<file path="src/rtl/rob_ring_commit_if.sv">
// Bundle of dispatch, writeback, flush and retire signals between the pipeline and the ROB.
// The wb_exc/exc_valid/exc_idx signals exist only when ROB_EXCEPTION_EN is defined.
interface rob_ring_commit_if #(
    parameter int ROB_ENTRIES            = 16,
    parameter int DISPATCH_WIDTH         = 2,
    parameter int COMMIT_WIDTH           = 2,
    parameter int WB_PORTS               = 2,
    parameter int NUM_AREGS              = 16,
    parameter int NUM_PREGS              = 64,
    parameter int MAX_PREDICT_DEPTH_BITS = 2
);
    localparam int IW   = $clog2(ROB_ENTRIES);
    localparam int AW   = $clog2(NUM_AREGS);
    localparam int PW   = $clog2(NUM_PREGS);
    localparam int CNTW = $clog2(DISPATCH_WIDTH + 1);
    localparam int TW   = MAX_PREDICT_DEPTH_BITS;

    logic                         clear;
    logic [CNTW-1:0]              disp_count;
    logic [DISPATCH_WIDTH*AW-1:0] disp_areg;
    logic [DISPATCH_WIDTH*PW-1:0] disp_preg;
    logic [DISPATCH_WIDTH-1:0]    disp_zerocycle;
    logic [DISPATCH_WIDTH*TW-1:0] disp_tag;
    logic                         disp_stall;
    logic [DISPATCH_WIDTH*IW-1:0] disp_idx;
    logic [WB_PORTS-1:0]          wb_valid;
    logic [WB_PORTS*IW-1:0]       wb_idx;
    logic                         flush_valid;
    logic [TW-1:0]                flush_tag;
    logic [COMMIT_WIDTH-1:0]      commit_valid;
    logic [COMMIT_WIDTH*AW-1:0]   commit_areg;
    logic [COMMIT_WIDTH*PW-1:0]   commit_preg;
    logic [COMMIT_WIDTH-1:0]      free_valid;
    logic [COMMIT_WIDTH*PW-1:0]   free_addr;
    logic                         fl_shootdown;
    logic [TW-1:0]                fl_shootdown_tag;
`ifdef ROB_EXCEPTION_EN
    logic [WB_PORTS-1:0]          wb_exc;
    logic                         exc_valid;
    logic [IW-1:0]                exc_idx;
`endif

    modport master (
        output clear, disp_count, disp_areg, disp_preg, disp_zerocycle, disp_tag,
        output wb_valid, wb_idx, flush_valid, flush_tag,
`ifdef ROB_EXCEPTION_EN
        output wb_exc,
        input  exc_valid, exc_idx,
`endif
        input  disp_stall, disp_idx, commit_valid, commit_areg, commit_preg,
        input  free_valid, free_addr, fl_shootdown, fl_shootdown_tag
    );

    modport slave (
        input  clear, disp_count, disp_areg, disp_preg, disp_zerocycle, disp_tag,
        input  wb_valid, wb_idx, flush_valid, flush_tag,
`ifdef ROB_EXCEPTION_EN
        input  wb_exc,
        output exc_valid, exc_idx,
`endif
        output disp_stall, disp_idx, commit_valid, commit_areg, commit_preg,
        output free_valid, free_addr, fl_shootdown, fl_shootdown_tag
    );
endinterface

</file>
<file path="src/rtl/rob_ring_commit.sv">
// Circular reorder buffer: in-order dispatch/retire, committed RAT, tag squash.
// Define ROB_EXCEPTION_EN to add precise-exception tracking (wb_exc/exc_valid/exc_idx).
module rob_ring_commit #(
    parameter int ROB_ENTRIES            = 16,
    parameter int DISPATCH_WIDTH         = 2,
    parameter int COMMIT_WIDTH           = 2,
    parameter int WB_PORTS               = 2,
    parameter int NUM_AREGS              = 16,
    parameter int NUM_PREGS              = 64,
    parameter int MAX_PREDICT_DEPTH_BITS = 2
) (
    input logic              clk,
    input logic              reset_n,
    rob_ring_commit_if.slave rob
);
    localparam int IW   = $clog2(ROB_ENTRIES);
    localparam int AW   = $clog2(NUM_AREGS);
    localparam int PW   = $clog2(NUM_PREGS);
    localparam int TW   = MAX_PREDICT_DEPTH_BITS;
    localparam int PTRW = IW + 1;

    // Pointers carry a wrap bit so full (count==ROB_ENTRIES) differs from empty.
    logic [PTRW-1:0]        head_reg, tail_reg, head_next, tail_next;
    logic [ROB_ENTRIES-1:0] valid_reg, busy_reg, valid_next, busy_next;
    logic [ROB_ENTRIES-1:0] exc_mask;
    logic [TW-1:0]          tag_mem  [ROB_ENTRIES];
    logic [AW-1:0]          areg_mem [ROB_ENTRIES];
    logic [PW-1:0]          preg_mem [ROB_ENTRIES];
    logic [PW-1:0]          rat_reg  [NUM_AREGS];

    logic [IW-1:0]   head_idx, tail_idx;
    logic [PTRW-1:0] count, free_cnt, ret_cnt, surv_cnt;
    logic            disp_stall, disp_acc, flush_act, exc_take;

    logic [IW-1:0]           d_idx [DISPATCH_WIDTH];
    logic [IW-1:0]           w_idx [WB_PORTS];
    logic [IW-1:0]           c_idx [COMMIT_WIDTH];
    logic [AW-1:0]           c_areg [COMMIT_WIDTH];
    logic [PW-1:0]           c_preg [COMMIT_WIDTH];
    logic [PW-1:0]           c_old  [COMMIT_WIDTH];
    logic [COMMIT_WIDTH-1:0] c_ready, c_ret;
    logic [ROB_ENTRIES-1:0]  ret_mask;

    logic [COMMIT_WIDTH-1:0]    commit_valid_reg, free_valid_reg;
    logic [COMMIT_WIDTH*AW-1:0] commit_areg_reg;
    logic [COMMIT_WIDTH*PW-1:0] commit_preg_reg, free_addr_reg;
    logic                       fl_shootdown_reg;
    logic [TW-1:0]              fl_shootdown_tag_reg;

    assign head_idx = head_reg[IW-1:0];
    assign tail_idx = tail_reg[IW-1:0];
    assign count    = tail_reg - head_reg;
    assign free_cnt = PTRW'(ROB_ENTRIES) - count;

    assign disp_stall = PTRW'(rob.disp_count) > free_cnt;
    assign flush_act  = rob.flush_valid && (rob.flush_tag != '0) && !rob.clear;
    assign disp_acc   = !disp_stall && (rob.disp_count != '0) && !rob.clear
                        && !flush_act && !exc_take;

    for (genvar gi = 0; gi < DISPATCH_WIDTH; gi++) begin : g_disp
        assign d_idx[gi] = tail_idx + IW'(gi);
        assign rob.disp_idx[gi*IW +: IW] = d_idx[gi];
    end

    for (genvar gi = 0; gi < WB_PORTS; gi++) begin : g_wb
        assign w_idx[gi] = rob.wb_idx[gi*IW +: IW];
    end

    for (genvar gi = 0; gi < COMMIT_WIDTH; gi++) begin : g_commit
        assign c_idx[gi]   = head_idx + IW'(gi);
        assign c_areg[gi]  = areg_mem[c_idx[gi]];
        assign c_preg[gi]  = preg_mem[c_idx[gi]];
        assign c_ready[gi] = valid_reg[c_idx[gi]] && !busy_reg[c_idx[gi]]
                             && !exc_mask[c_idx[gi]];
    end

    // An excepting entry at head flushes the whole window instead of retiring.
    assign exc_take = valid_reg[head_idx] && exc_mask[head_idx];

    // Retire only the unbroken ready prefix starting at head.
    always_comb begin
        logic run;
        run      = 1'b1;
        c_ret    = '0;
        ret_mask = '0;
        ret_cnt  = '0;
        for (int s = 0; s < COMMIT_WIDTH; s++) begin
            run      = run & c_ready[s];
            c_ret[s] = run;
            if (run) begin
                ret_mask[c_idx[s]] = 1'b1;
                ret_cnt            = ret_cnt + PTRW'(1);
            end
        end
    end

    // Old mapping: an earlier same-group retiree of the same areg shadows the RAT.
    always_comb begin
        for (int s = 0; s < COMMIT_WIDTH; s++) begin
            c_old[s] = rat_reg[c_areg[s]];
            for (int p = 0; p < s; p++) begin
                if (c_ret[p] && (c_areg[p] == c_areg[s]))
                    c_old[s] = c_preg[p];
            end
        end
    end

    // Survivors of a squash are contiguous from the new head because tags grow with age.
    always_comb begin
        surv_cnt = '0;
        for (int i = 0; i < ROB_ENTRIES; i++) begin
            if (valid_reg[i] && !ret_mask[i] && (tag_mem[i] < rob.flush_tag))
                surv_cnt = surv_cnt + PTRW'(1);
        end
    end

    assign head_next = head_reg + ret_cnt;

    always_comb begin
        tail_next = tail_reg;
        if (rob.clear || exc_take)
            tail_next = head_next;
        else if (flush_act)
            tail_next = head_next + surv_cnt;
        else if (disp_acc)
            tail_next = tail_reg + PTRW'(rob.disp_count);
    end

`ifdef ROB_EXCEPTION_EN
    logic [ROB_ENTRIES-1:0] exc_reg, exc_next;
    logic                   exc_valid_reg;
    logic [IW-1:0]          exc_idx_reg;

    assign exc_mask      = exc_reg;
    assign rob.exc_valid = exc_valid_reg;
    assign rob.exc_idx   = exc_idx_reg;
`else
    assign exc_mask = '0;
`endif

    always_comb begin
        valid_next = valid_reg & ~ret_mask;
        busy_next  = busy_reg;
`ifdef ROB_EXCEPTION_EN
        exc_next   = exc_reg;
`endif
        for (int k = 0; k < WB_PORTS; k++) begin
            if (rob.wb_valid[k] && valid_reg[w_idx[k]]) begin
                busy_next[w_idx[k]] = 1'b0;
`ifdef ROB_EXCEPTION_EN
                if (rob.wb_exc[k])
                    exc_next[w_idx[k]] = 1'b1;
`endif
            end
        end
        if (rob.clear || exc_take) begin
            valid_next = '0;
        end else if (flush_act) begin
            for (int i = 0; i < ROB_ENTRIES; i++) begin
                if (valid_reg[i] && (tag_mem[i] >= rob.flush_tag))
                    valid_next[i] = 1'b0;
            end
        end else if (disp_acc) begin
            // Written after writeback so a colliding dispatch wins.
            for (int d = 0; d < DISPATCH_WIDTH; d++) begin
                if (d < int'(rob.disp_count)) begin
                    valid_next[d_idx[d]] = 1'b1;
                    busy_next[d_idx[d]]  = !rob.disp_zerocycle[d];
`ifdef ROB_EXCEPTION_EN
                    exc_next[d_idx[d]]   = 1'b0;
`endif
                end
            end
        end
    end

    always_ff @(posedge clk or negedge reset_n) begin
        if (!reset_n) begin
            head_reg  <= '0;
            tail_reg  <= '0;
            valid_reg <= '0;
            busy_reg  <= '0;
`ifdef ROB_EXCEPTION_EN
            exc_reg   <= '0;
`endif
        end else begin
            head_reg  <= head_next;
            tail_reg  <= tail_next;
            valid_reg <= valid_next;
            busy_reg  <= busy_next;
`ifdef ROB_EXCEPTION_EN
            exc_reg   <= exc_next;
`endif
        end
    end

    // Payload is only meaningful while valid, so it needs no reset.
    always_ff @(posedge clk) begin
        if (disp_acc) begin
            for (int d = 0; d < DISPATCH_WIDTH; d++) begin
                if (d < int'(rob.disp_count)) begin
                    areg_mem[d_idx[d]] <= rob.disp_areg[d*AW +: AW];
                    preg_mem[d_idx[d]] <= rob.disp_preg[d*PW +: PW];
                    tag_mem[d_idx[d]]  <= rob.disp_tag[d*TW +: TW];
                end
            end
        end
    end

    always_ff @(posedge clk or negedge reset_n) begin
        if (!reset_n) begin
            for (int a = 0; a < NUM_AREGS; a++)
                rat_reg[a] <= '0;
            commit_valid_reg     <= '0;
            commit_areg_reg      <= '0;
            commit_preg_reg      <= '0;
            free_valid_reg       <= '0;
            free_addr_reg        <= '0;
            fl_shootdown_reg     <= 1'b0;
            fl_shootdown_tag_reg <= '0;
`ifdef ROB_EXCEPTION_EN
            exc_valid_reg        <= 1'b0;
            exc_idx_reg          <= '0;
`endif
        end else begin
            // Loop order gives last-writer-wins for same-areg retirees.
            for (int s = 0; s < COMMIT_WIDTH; s++) begin
                if (c_ret[s])
                    rat_reg[c_areg[s]] <= c_preg[s];
                commit_valid_reg[s]        <= c_ret[s];
                commit_areg_reg[s*AW +: AW] <= c_ret[s] ? c_areg[s] : '0;
                commit_preg_reg[s*PW +: PW] <= c_ret[s] ? c_preg[s] : '0;
                free_valid_reg[s]          <= c_ret[s] && (c_old[s] != '0);
                free_addr_reg[s*PW +: PW]   <= (c_ret[s] && (c_old[s] != '0)) ? c_old[s] : '0;
            end
            fl_shootdown_reg     <= flush_act;
            fl_shootdown_tag_reg <= flush_act ? rob.flush_tag : '0;
`ifdef ROB_EXCEPTION_EN
            exc_valid_reg        <= exc_take;
            exc_idx_reg          <= exc_take ? head_idx : '0;
`endif
        end
    end

    assign rob.disp_stall       = disp_stall;
    assign rob.commit_valid     = commit_valid_reg;
    assign rob.commit_areg      = commit_areg_reg;
    assign rob.commit_preg      = commit_preg_reg;
    assign rob.free_valid       = free_valid_reg;
    assign rob.free_addr        = free_addr_reg;
    assign rob.fl_shootdown     = fl_shootdown_reg;
    assign rob.fl_shootdown_tag = fl_shootdown_tag_reg;
endmodule

</file>
<file path="src/flat_wrapper.sv">
// flat-port wrapper written by rule: the top's interface ports become plain ports
module rob_ring_commit_flat 
#(
    parameter int ROB_ENTRIES            = 16,
    parameter int DISPATCH_WIDTH         = 2,
    parameter int COMMIT_WIDTH           = 2,
    parameter int WB_PORTS               = 2,
    parameter int NUM_AREGS              = 16,
    parameter int NUM_PREGS              = 64,
    parameter int MAX_PREDICT_DEPTH_BITS = 2
)
  (clk, reset_n, rob_clear, rob_disp_count, rob_disp_areg, rob_disp_preg, rob_disp_zerocycle, rob_disp_tag, rob_wb_valid, rob_wb_idx, rob_flush_valid, rob_flush_tag, rob_disp_stall, rob_disp_idx, rob_commit_valid, rob_commit_areg, rob_commit_preg, rob_free_valid, rob_free_addr, rob_fl_shootdown, rob_fl_shootdown_tag);
  rob_ring_commit_if #(.ROB_ENTRIES(ROB_ENTRIES), .DISPATCH_WIDTH(DISPATCH_WIDTH), .COMMIT_WIDTH(COMMIT_WIDTH), .WB_PORTS(WB_PORTS), .NUM_AREGS(NUM_AREGS), .NUM_PREGS(NUM_PREGS), .MAX_PREDICT_DEPTH_BITS(MAX_PREDICT_DEPTH_BITS)) rob_i ();
  input logic clk;
  input logic reset_n;
  input wire logic [$bits(rob_i.clear)-1:0] rob_clear;
  input wire logic [$bits(rob_i.disp_count)-1:0] rob_disp_count;
  input wire logic [$bits(rob_i.disp_areg)-1:0] rob_disp_areg;
  input wire logic [$bits(rob_i.disp_preg)-1:0] rob_disp_preg;
  input wire logic [$bits(rob_i.disp_zerocycle)-1:0] rob_disp_zerocycle;
  input wire logic [$bits(rob_i.disp_tag)-1:0] rob_disp_tag;
  input wire logic [$bits(rob_i.wb_valid)-1:0] rob_wb_valid;
  input wire logic [$bits(rob_i.wb_idx)-1:0] rob_wb_idx;
  input wire logic [$bits(rob_i.flush_valid)-1:0] rob_flush_valid;
  input wire logic [$bits(rob_i.flush_tag)-1:0] rob_flush_tag;
  output wire logic [$bits(rob_i.disp_stall)-1:0] rob_disp_stall;
  output wire logic [$bits(rob_i.disp_idx)-1:0] rob_disp_idx;
  output wire logic [$bits(rob_i.commit_valid)-1:0] rob_commit_valid;
  output wire logic [$bits(rob_i.commit_areg)-1:0] rob_commit_areg;
  output wire logic [$bits(rob_i.commit_preg)-1:0] rob_commit_preg;
  output wire logic [$bits(rob_i.free_valid)-1:0] rob_free_valid;
  output wire logic [$bits(rob_i.free_addr)-1:0] rob_free_addr;
  output wire logic [$bits(rob_i.fl_shootdown)-1:0] rob_fl_shootdown;
  output wire logic [$bits(rob_i.fl_shootdown_tag)-1:0] rob_fl_shootdown_tag;
  assign rob_i.clear = rob_clear;
  assign rob_i.disp_count = rob_disp_count;
  assign rob_i.disp_areg = rob_disp_areg;
  assign rob_i.disp_preg = rob_disp_preg;
  assign rob_i.disp_zerocycle = rob_disp_zerocycle;
  assign rob_i.disp_tag = rob_disp_tag;
  assign rob_i.wb_valid = rob_wb_valid;
  assign rob_i.wb_idx = rob_wb_idx;
  assign rob_i.flush_valid = rob_flush_valid;
  assign rob_i.flush_tag = rob_flush_tag;
  assign rob_disp_stall = rob_i.disp_stall;
  assign rob_disp_idx = rob_i.disp_idx;
  assign rob_commit_valid = rob_i.commit_valid;
  assign rob_commit_areg = rob_i.commit_areg;
  assign rob_commit_preg = rob_i.commit_preg;
  assign rob_free_valid = rob_i.free_valid;
  assign rob_free_addr = rob_i.free_addr;
  assign rob_fl_shootdown = rob_i.fl_shootdown;
  assign rob_fl_shootdown_tag = rob_i.fl_shootdown_tag;
  rob_ring_commit #(.ROB_ENTRIES(ROB_ENTRIES), .DISPATCH_WIDTH(DISPATCH_WIDTH), .COMMIT_WIDTH(COMMIT_WIDTH), .WB_PORTS(WB_PORTS), .NUM_AREGS(NUM_AREGS), .NUM_PREGS(NUM_PREGS), .MAX_PREDICT_DEPTH_BITS(MAX_PREDICT_DEPTH_BITS)) u_core (.clk(clk), .reset_n(reset_n), .rob(rob_i));
endmodule
</file>
<file path="config.mk">
export PLATFORM = sky130hd
export DESIGN_NAME = rob_ring_commit_flat
export DESIGN_NICKNAME = d
export VERILOG_FILES = /design/src/rtl/rob_ring_commit_if.sv /design/src/rtl/rob_ring_commit.sv /design/src/flat_wrapper.sv
export SDC_FILE = /design/constraint.sdc
export NUM_CORES = 1
export LEC_CHECK = 0
export BUFFER_PORTS_ARGS = -buffer_cell sky130_fd_sc_hd__buf_2
export CAP_MARGIN = 20
export CORE_ASPECT_RATIO = 0.8
export CORE_UTILIZATION = 60
export DETAILED_ROUTE_END_ITERATION = 8
export PLACE_DENSITY = 0.78
export SLEW_MARGIN = 20
export SYNTH_ARGS = -nofsm -noshare
export SYNTH_HDL_FRONTEND = slang
export SYNTH_SLANG_ARGS = --single-unit
export TNS_END_PERCENT = 10
</file>
<file path="constraint.sdc">
create_clock -name clk -period 20.4 [get_ports clk]
set_input_delay 3.06 -clock clk [delete_from_list [all_inputs] [get_ports clk]]
set_output_delay 3.06 -clock clk [all_outputs]
set_load 0.03 [all_outputs]
</file>
==> results of run 1 <==
area by class of cell:
cell class	instances	share of cell area, %
Multi-Input combinational cell	1589	51.5
Sequential cell	369	37.5
Clock buffer	51	3.86
Timing Repair Buffer	130	2.78
Tap cell	544	2.50
Inverter	88	1.23
Clock inverter	16	0.557
Antenna cell	4	0.0368
per-layer routing:
layer	wire, um	track usage [%]	share of wire (%)	vias up
met1	32100	53.0	42	9764
met4	2440	12.4	3.2	2
li1	-	-	-	8282
met3	9680	10.3	13	213
met2	32900	52.6	43	1304
met5	11	0	0.014	-
cells in the final DEF (no fill, tap or decap), types with 38 or more instances in the layout:
master,Yosys,final
a211oi_1,79,79
xnor2_1,41,41
nand2_1,161,161
nor2_1,137,130
buf_2,5,90
ha_1,79,78
nand3_1,41,41
mux2i_1,44,44
a21oi_1,135,135
inv_1,86,86
mux4_2,142,142
mux2_2,282,282
clkbuf_16,0,38
edfxtp_1,192,192
o21ai_0,99,95
nor2b_1,87,86
dfrtp_1,177,175
buf_4,4,39
where the power goes:
group | internal (mW) | switching [mW]
Combinational | 0.840 | 1.31
Clock | 0.389 | 0.309
Sequential | 0.904 | 0.123
Total | 2.13 | 1.75
worst paths after layout:
check	from	cells past startpoint	end	slack (ns)
setup / recovery	u_core.head_reg[1]	60	u_core.tail_reg[4]	6.53
hold / removal	u_core.busy_reg[15]	2	u_core.busy_reg[15]	0.60
setup reg to reg	u_core.head_reg[1]	60	u_core.tail_reg[4]	6.53
hold reg to reg	u_core.busy_reg[15]	2	u_core.busy_reg[15]	0.60
max in group asynchronous	reset_n	3	u_core.rat_reg[26]	15.91
min in group asynchronous	reset_n	1	u_core.rob.commit_valid[1]	2.43
metrics by stage:
stage | setup slack (ns) | hold slack [ns] | cells | power, mW
2_1_floorplan | 6.08 | 0.486 | 2215 | 2.52
3_3_place_gp | 7.11 | 0.557 | 2720 | 3.08
3_5_place_dp | 6.60 | 0.579 | 2720 | 3.12
4_1_cts | 6.58 | 0.593 | 2787 | 3.82
5_1_grt | 5.53 | 0.630 | 2789 | 4.04
6_report | 6.53 | 0.601 | 2791 | 3.88
cells by family (layout without fill, tap and decap cells):
logic type,count (synthesis),in the layout
buffers and inverters,257,285
XOR/XNOR,72,72
multiplexers,468,468
adder cells (fa/ha/maj),83,83
AND/OR/NAND/NOR,542,542
other,0,4
flip-flops,369,369
AO/OA/AOI/OAI,424,424
tightest hold or removal path, cell delays in order (launching register included):
cell and delay [ns]:
dfrtp_1 0.41, nand3_1 0.08, o21ai_0 0.07
Yosys cell counts (all sizes together), types with 5 or more instances:
| cell type | n | area share (%) |
|---|---|---|
| nand3 | 41 | 0.82 |
| and2 | 13 | 0.32 |
| xor2 | 22 | 0.86 |
| a211oi | 79 | 2.4 |
| nor3b | 7 | 0.21 |
| a311oi | 6 | 0.21 |
| mux2i | 44 | 1.8 |
| a21o | 8 | 0.24 |
| nand3b | 6 | 0.18 |
| ha | 79 | 3.9 |
| a21boi | 5 | 0.15 |
| a211o | 7 | 0.24 |
| nand2 | 161 | 2.4 |
| nand2b | 12 | 0.30 |
| buf | 27 | 0.52 |
| clkbuf | 142 | 2.1 |
| and4 | 5 | 0.17 |
| o21ai | 105 | 2.1 |
| mux4 | 142 | 13 |
| o31ai | 6 | 0.18 |
| a21oi | 138 | 2.8 |
| inv | 87 | 1.3 |
| o211ai | 9 | 0.27 |
| xnor2 | 45 | 1.8 |
| mux2 | 282 | 13 |
| nor3 | 31 | 0.62 |
| edfxtp | 192 | 23 |
| dfrtp | 177 | 18 |
| or3 | 7 | 0.17 |
| nor2b | 87 | 2.2 |
| o21a | 5 | 0.15 |
| a221oi | 6 | 0.23 |
| nor2 | 137 | 2.0 |
| o311ai | 7 | 0.24 |
| or2 | 10 | 0.25 |
| a31oi | 9 | 0.22 |
| nand4 | 8 | 0.20 |
==> impl_metrics.ini, run 1 <==
[layout]
utilization_pct = 66.4
seq_area_um2 = 10200
multi_input_area_um2 = 14000
fillers = 3087
drive_gt1_share_pct = 29.3
design_area_um2 = 27200
areaGrowthSynthToFinish_pct = 8.10
nets = 2343

[route]
wirelength_mm = 77.1
avgRoutedWirePerCell_um = 27.6
drtIter0Drc = 2823
drc_errors = 0
final_antenna_net_count = 0
vias_per_cell = 7.01
vias = 19565
first_pass_iters = 6

[die]
core_area_um2 = 41000
pin_count = 92
initial_utilization_pct = 61.4
die_w_um = 231
core.rowCount = 66
die_area_um2 = 42700
die_height_um = 185

[placement]
portBuffers = 91
place.gp.congestion = 0.972
place_hpwl_mm = 50.9
place_area_um2 = 26000

[clock_tree]
ctsHoldBuffers = 0
insertion_delay_ns = 0.56
cts_tree = done
clk_pin_slew_ns = 0.06
tritoncts.num_buffers = 38
cts_max_level = 2
post_cts_buffers = 0
cts_root_buf = clkbuf_16
clock-sinks = 369
cts-resized-gates = 0
cts.path.max_buffers = 3

[yosys]
synth-simple-area-share_pct = 10.4
synth_edf_count = 192
ys_warn_count = 0
synth.distinct_cells = 84
synthArstFlopShare_pct = 48.0
synth_top_family_by_area = multiplexers
ys_seq_elements = 369
synthAdderAreaFrac_pct = 4.25
synth_xor_area_share_pct = 3.10
synth_cells = 2215
ys_seq_area_share_pct = 40.5
synth-compound-area-share_pct = 10.6
avgSynthCellArea_um2 = 11.4
synth_ff_type = edfxtp_1
synth_mux_area_share_pct = 27.1
syn_area_um2 = 25100
synth.net_count = 2342

[timing]
fin_tns_setup_ns = 0
fin_crit_ns = 13.87
tightest_slew_ns = 1.12
setup_viol = 0
maxSlewHeadroom_pct = 24.3
fmax_mhz = 72.1
timing.final.hold_violations = 0
min_period_over_period_pct = 68.0
drv_slew = 0
rsz0062_at_grt = no
clock_skew_ns = 0.0276

[critical_path]
cp.arrival_ns = 14.32
worst_setup_path_start_kind = flip-flop
cp-end-kind = flip-flop
worstPathBufferInverterCount = 7
required_ns = 20.85
path_common_cell = xnor2_1
crit_path_max_incr_delay_ns = 0.69
timing_worst_setup_path_type = reg -> reg
cpMaxStageDelayCell = buf_4
critPathTopFamily = compound AO/OA/AOI/OAI gates
crit_fanout = 56

[flow_run]
maxCapViolations = 0

[global_route]
grt_overflow = 0
grt_first_pass_wirelength_mm = 116
antenna_found_initial = 5
grt_pass1_vias = 18819
grt_max_degree = 68
track_usage_pct = 36.5

[pwr]
powerDensity_nw_per_um2 = 143
peakVddDrop_v = 0.000170
power.leakage_nw = 10.8

[min_path]
holdCritPathClass = reg -> reg

[outcome]
status = finished, final reports clean
No activity file was read; power rests on OpenSTA's default activity.
==> inputs of run 2 (changes only) <==
Settings changed: CORE_UTILIZATION 60 to 57, PLACE_DENSITY 0.78 to 0.77.
Clock period 20.4 ns to 11.3 ns, I/O delays scaled along.
==> run 2 against run 1 <==
  * Via count increased by 0.17%
  * Critical endpoint unchanged
  * Setup slack got worse by 6.3 ns
  * Highest routed layer unchanged
  * Register-to-register slack got worse by 6.3 ns
  * Largest power group unchanged
==> impl_metrics.ini, run 2 (synthesis results as in run 1) <==
[outcome]
status = finished, final reports clean

[timing]
rsz0062_at_grt = yes
tightest_slew_ns = 1.05
clock_skew_ns = 0.0204
timing.final.hold_violations = 0
fmax_mhz = 90.4
setup_viol = 0
maxSlewHeadroom_pct = 29.8
fin_crit_ns = 11.06
hold_ws_ns = 0.580
drv_slew = 0
min_period_over_period_pct = 97.9

[pwr]
power.leakage_nw = 11.0
peakVddDrop_v = 0.000240
p_clk_share_pct = 18.3
netSwitchingFraction_pct = 44.9
pwr-share-seq_pct = 25.0
pwr-share-comb_pct = 56.8
p_int_mw = 4.00
powerDensity_nw_per_um2 = 262
p_switching_mw = 3.26
p_total_mw = 7.27

[die]
die_w_um = 237
core_area_um2 = 43300
die_area_um2 = 45000
pin_count = 92
core.rowCount = 68
initial_utilization_pct = 58.1
die_height_um = 190

[placement]
place_inst = 2750
place.gp.congestion = 0.997
place_hpwl_mm = 52.5
place_area_um2 = 26200
portBuffers = 91

[critical_path]
cp.arrival_ns = 11.53
required_ns = 11.77
r2r_slack_ns = 0.24
worst_setup_path_start_kind = flip-flop
reg2reg_from = u_core.head_reg[0]
r2r_end = u_core.tail_reg[4]
crit_fanout = 9
endpoint = u_core.tail_reg[4]
critPathLaunch = u_core.head_reg[0]
timing_worst_setup_path_type = reg -> reg
rr_worst_depth = 58
cp-end-kind = flip-flop
crit_path_max_incr_delay_ns = 0.49
cpMaxStageDelayCell = mux4_2

[route]
first_pass_iters = 5
avgRoutedWirePerCell_um = 27.6
vias_per_cell = 6.90
final_antenna_net_count = 0
vias = 19598
wirelength_mm = 78.4
drtIter0Drc = 2716
drc_errors = 0

[clock_tree]
clk_pin_slew_ns = 0.06
cts_max_level = 2
cts_root_buf = clkbuf_16
ctsHoldBuffers = 0
tritoncts.num_buffers = 40
cts_tree = done
clock-sinks = 369
cts.path.max_buffers = 3
insertion_delay_ns = 0.57

[layout]
drive_gt1_share_pct = 31.7
mostFrequentLayoutCells = 281 x mux2_2, 192 x edfxtp_1, 175 x dfrtp_1
nets = 2376
areaGrowthSynthToFinish_pct = 10.4
instances_no_fill = 2842
layout_commonest_cell = mux2_2
design_area_um2 = 27800
utilization_pct = 64.1

[global_route]
antenna_found_initial = 4
track_usage_pct = 34.8
grt_pass1_vias = 19109
grt_overflow = 0
grt_max_degree = 83
grt_first_pass_wirelength_mm = 117

[min_path]
holdCritPathClass = reg -> reg

[flow_run]
maxCapViolations = 0
==> run 2: changes by cell type in the layout (fill, tap and decap cells not counted), sizes merged <==
cell,previous run,this run
buf,130,161
clkbuf,51,53
clkinv,12,14
bufinv,2,3
clkinvlp,1,0
diode,4,3
inv,89,90
==> run 2: power by group through the flow <==
stage               combinational, mW  clock, mW  sequential (mW)
floorplan                        2.83          0             1.79
global placement                 3.83          0             1.81
detailed placement               3.89          0             1.83
CTS                              3.93       1.33             1.80
global route                     4.34       1.38             1.83
finish                           4.12       1.33             1.81
==> run 2: stage by stage <==
stage	setup slack, ns	TNS [ns]
floorplan	-0.200	-0.200
detailed placement	-0.0943	-0.0943
finish	0.241	0
CTS	0.0698	0
global route	-0.294	-0.294
global placement	0.424	0
==> run 2: worst min path at each step <==
| stage | startpoint | to | slack [ns] | depth (start not counted) |
|---|---|---|---|---|
| floorplan | u_core.busy_reg[12] | u_core.busy_reg[12] | 0.49 | 2 |
| global placement | u_core.busy_reg[9] | u_core.busy_reg[9] | 0.54 | 2 |
| detailed placement | u_core.busy_reg[9] | u_core.busy_reg[9] | 0.55 | 2 |
| CTS | u_core.busy_reg[9] | u_core.busy_reg[9] | 0.56 | 2 |
| global route | u_core.busy_reg[11] | u_core.busy_reg[11] | 0.61 | 2 |
| finish | u_core.busy_reg[9] | u_core.busy_reg[9] | 0.58 | 2 |
==> run 2: per-layer routing <==
metal	share of wire, %	GRT usage, %	wire [um]	vias up
met5	0.017	0	13	-
li1	-	-	-	8363
met2	44	51.9	34400	1297
met3	12	8.94	9660	166
met1	41	50.1	32100	9770
met4	2.7	10.2	2150	2
==> run 2: cell type report <==
cell class	instances	area [um^2]
fillers	3283	15500
multi-input cells	1589	14200
flip-flops and latches	369	10200
clock buffers	53	1080
repair buffers	161	998
well taps	560	701
inverters	88	338
clock inverters	19	213
diodes	3	7.51
==> run 2: worst max-delay path: cells and delay by family, from the launching register on <==
family,cells,cell delay [ns]
flip-flops,1,0.48
AO/OA/AOI/OAI,21,3.57
adder cells (fa/ha/maj),8,2.06
multiplexers,3,1.14
buffers and inverters,5,0.39
AND/OR/NAND/NOR,11,1.63
XOR/XNOR,10,1.64
==> run 2: timing repair <==
action                                  in CTS  in global routing
pin swaps                                    0                 22
endpoints found under the setup margin       1                  3
gates resized for setup                      3                 29
setup buffers                                3                 14
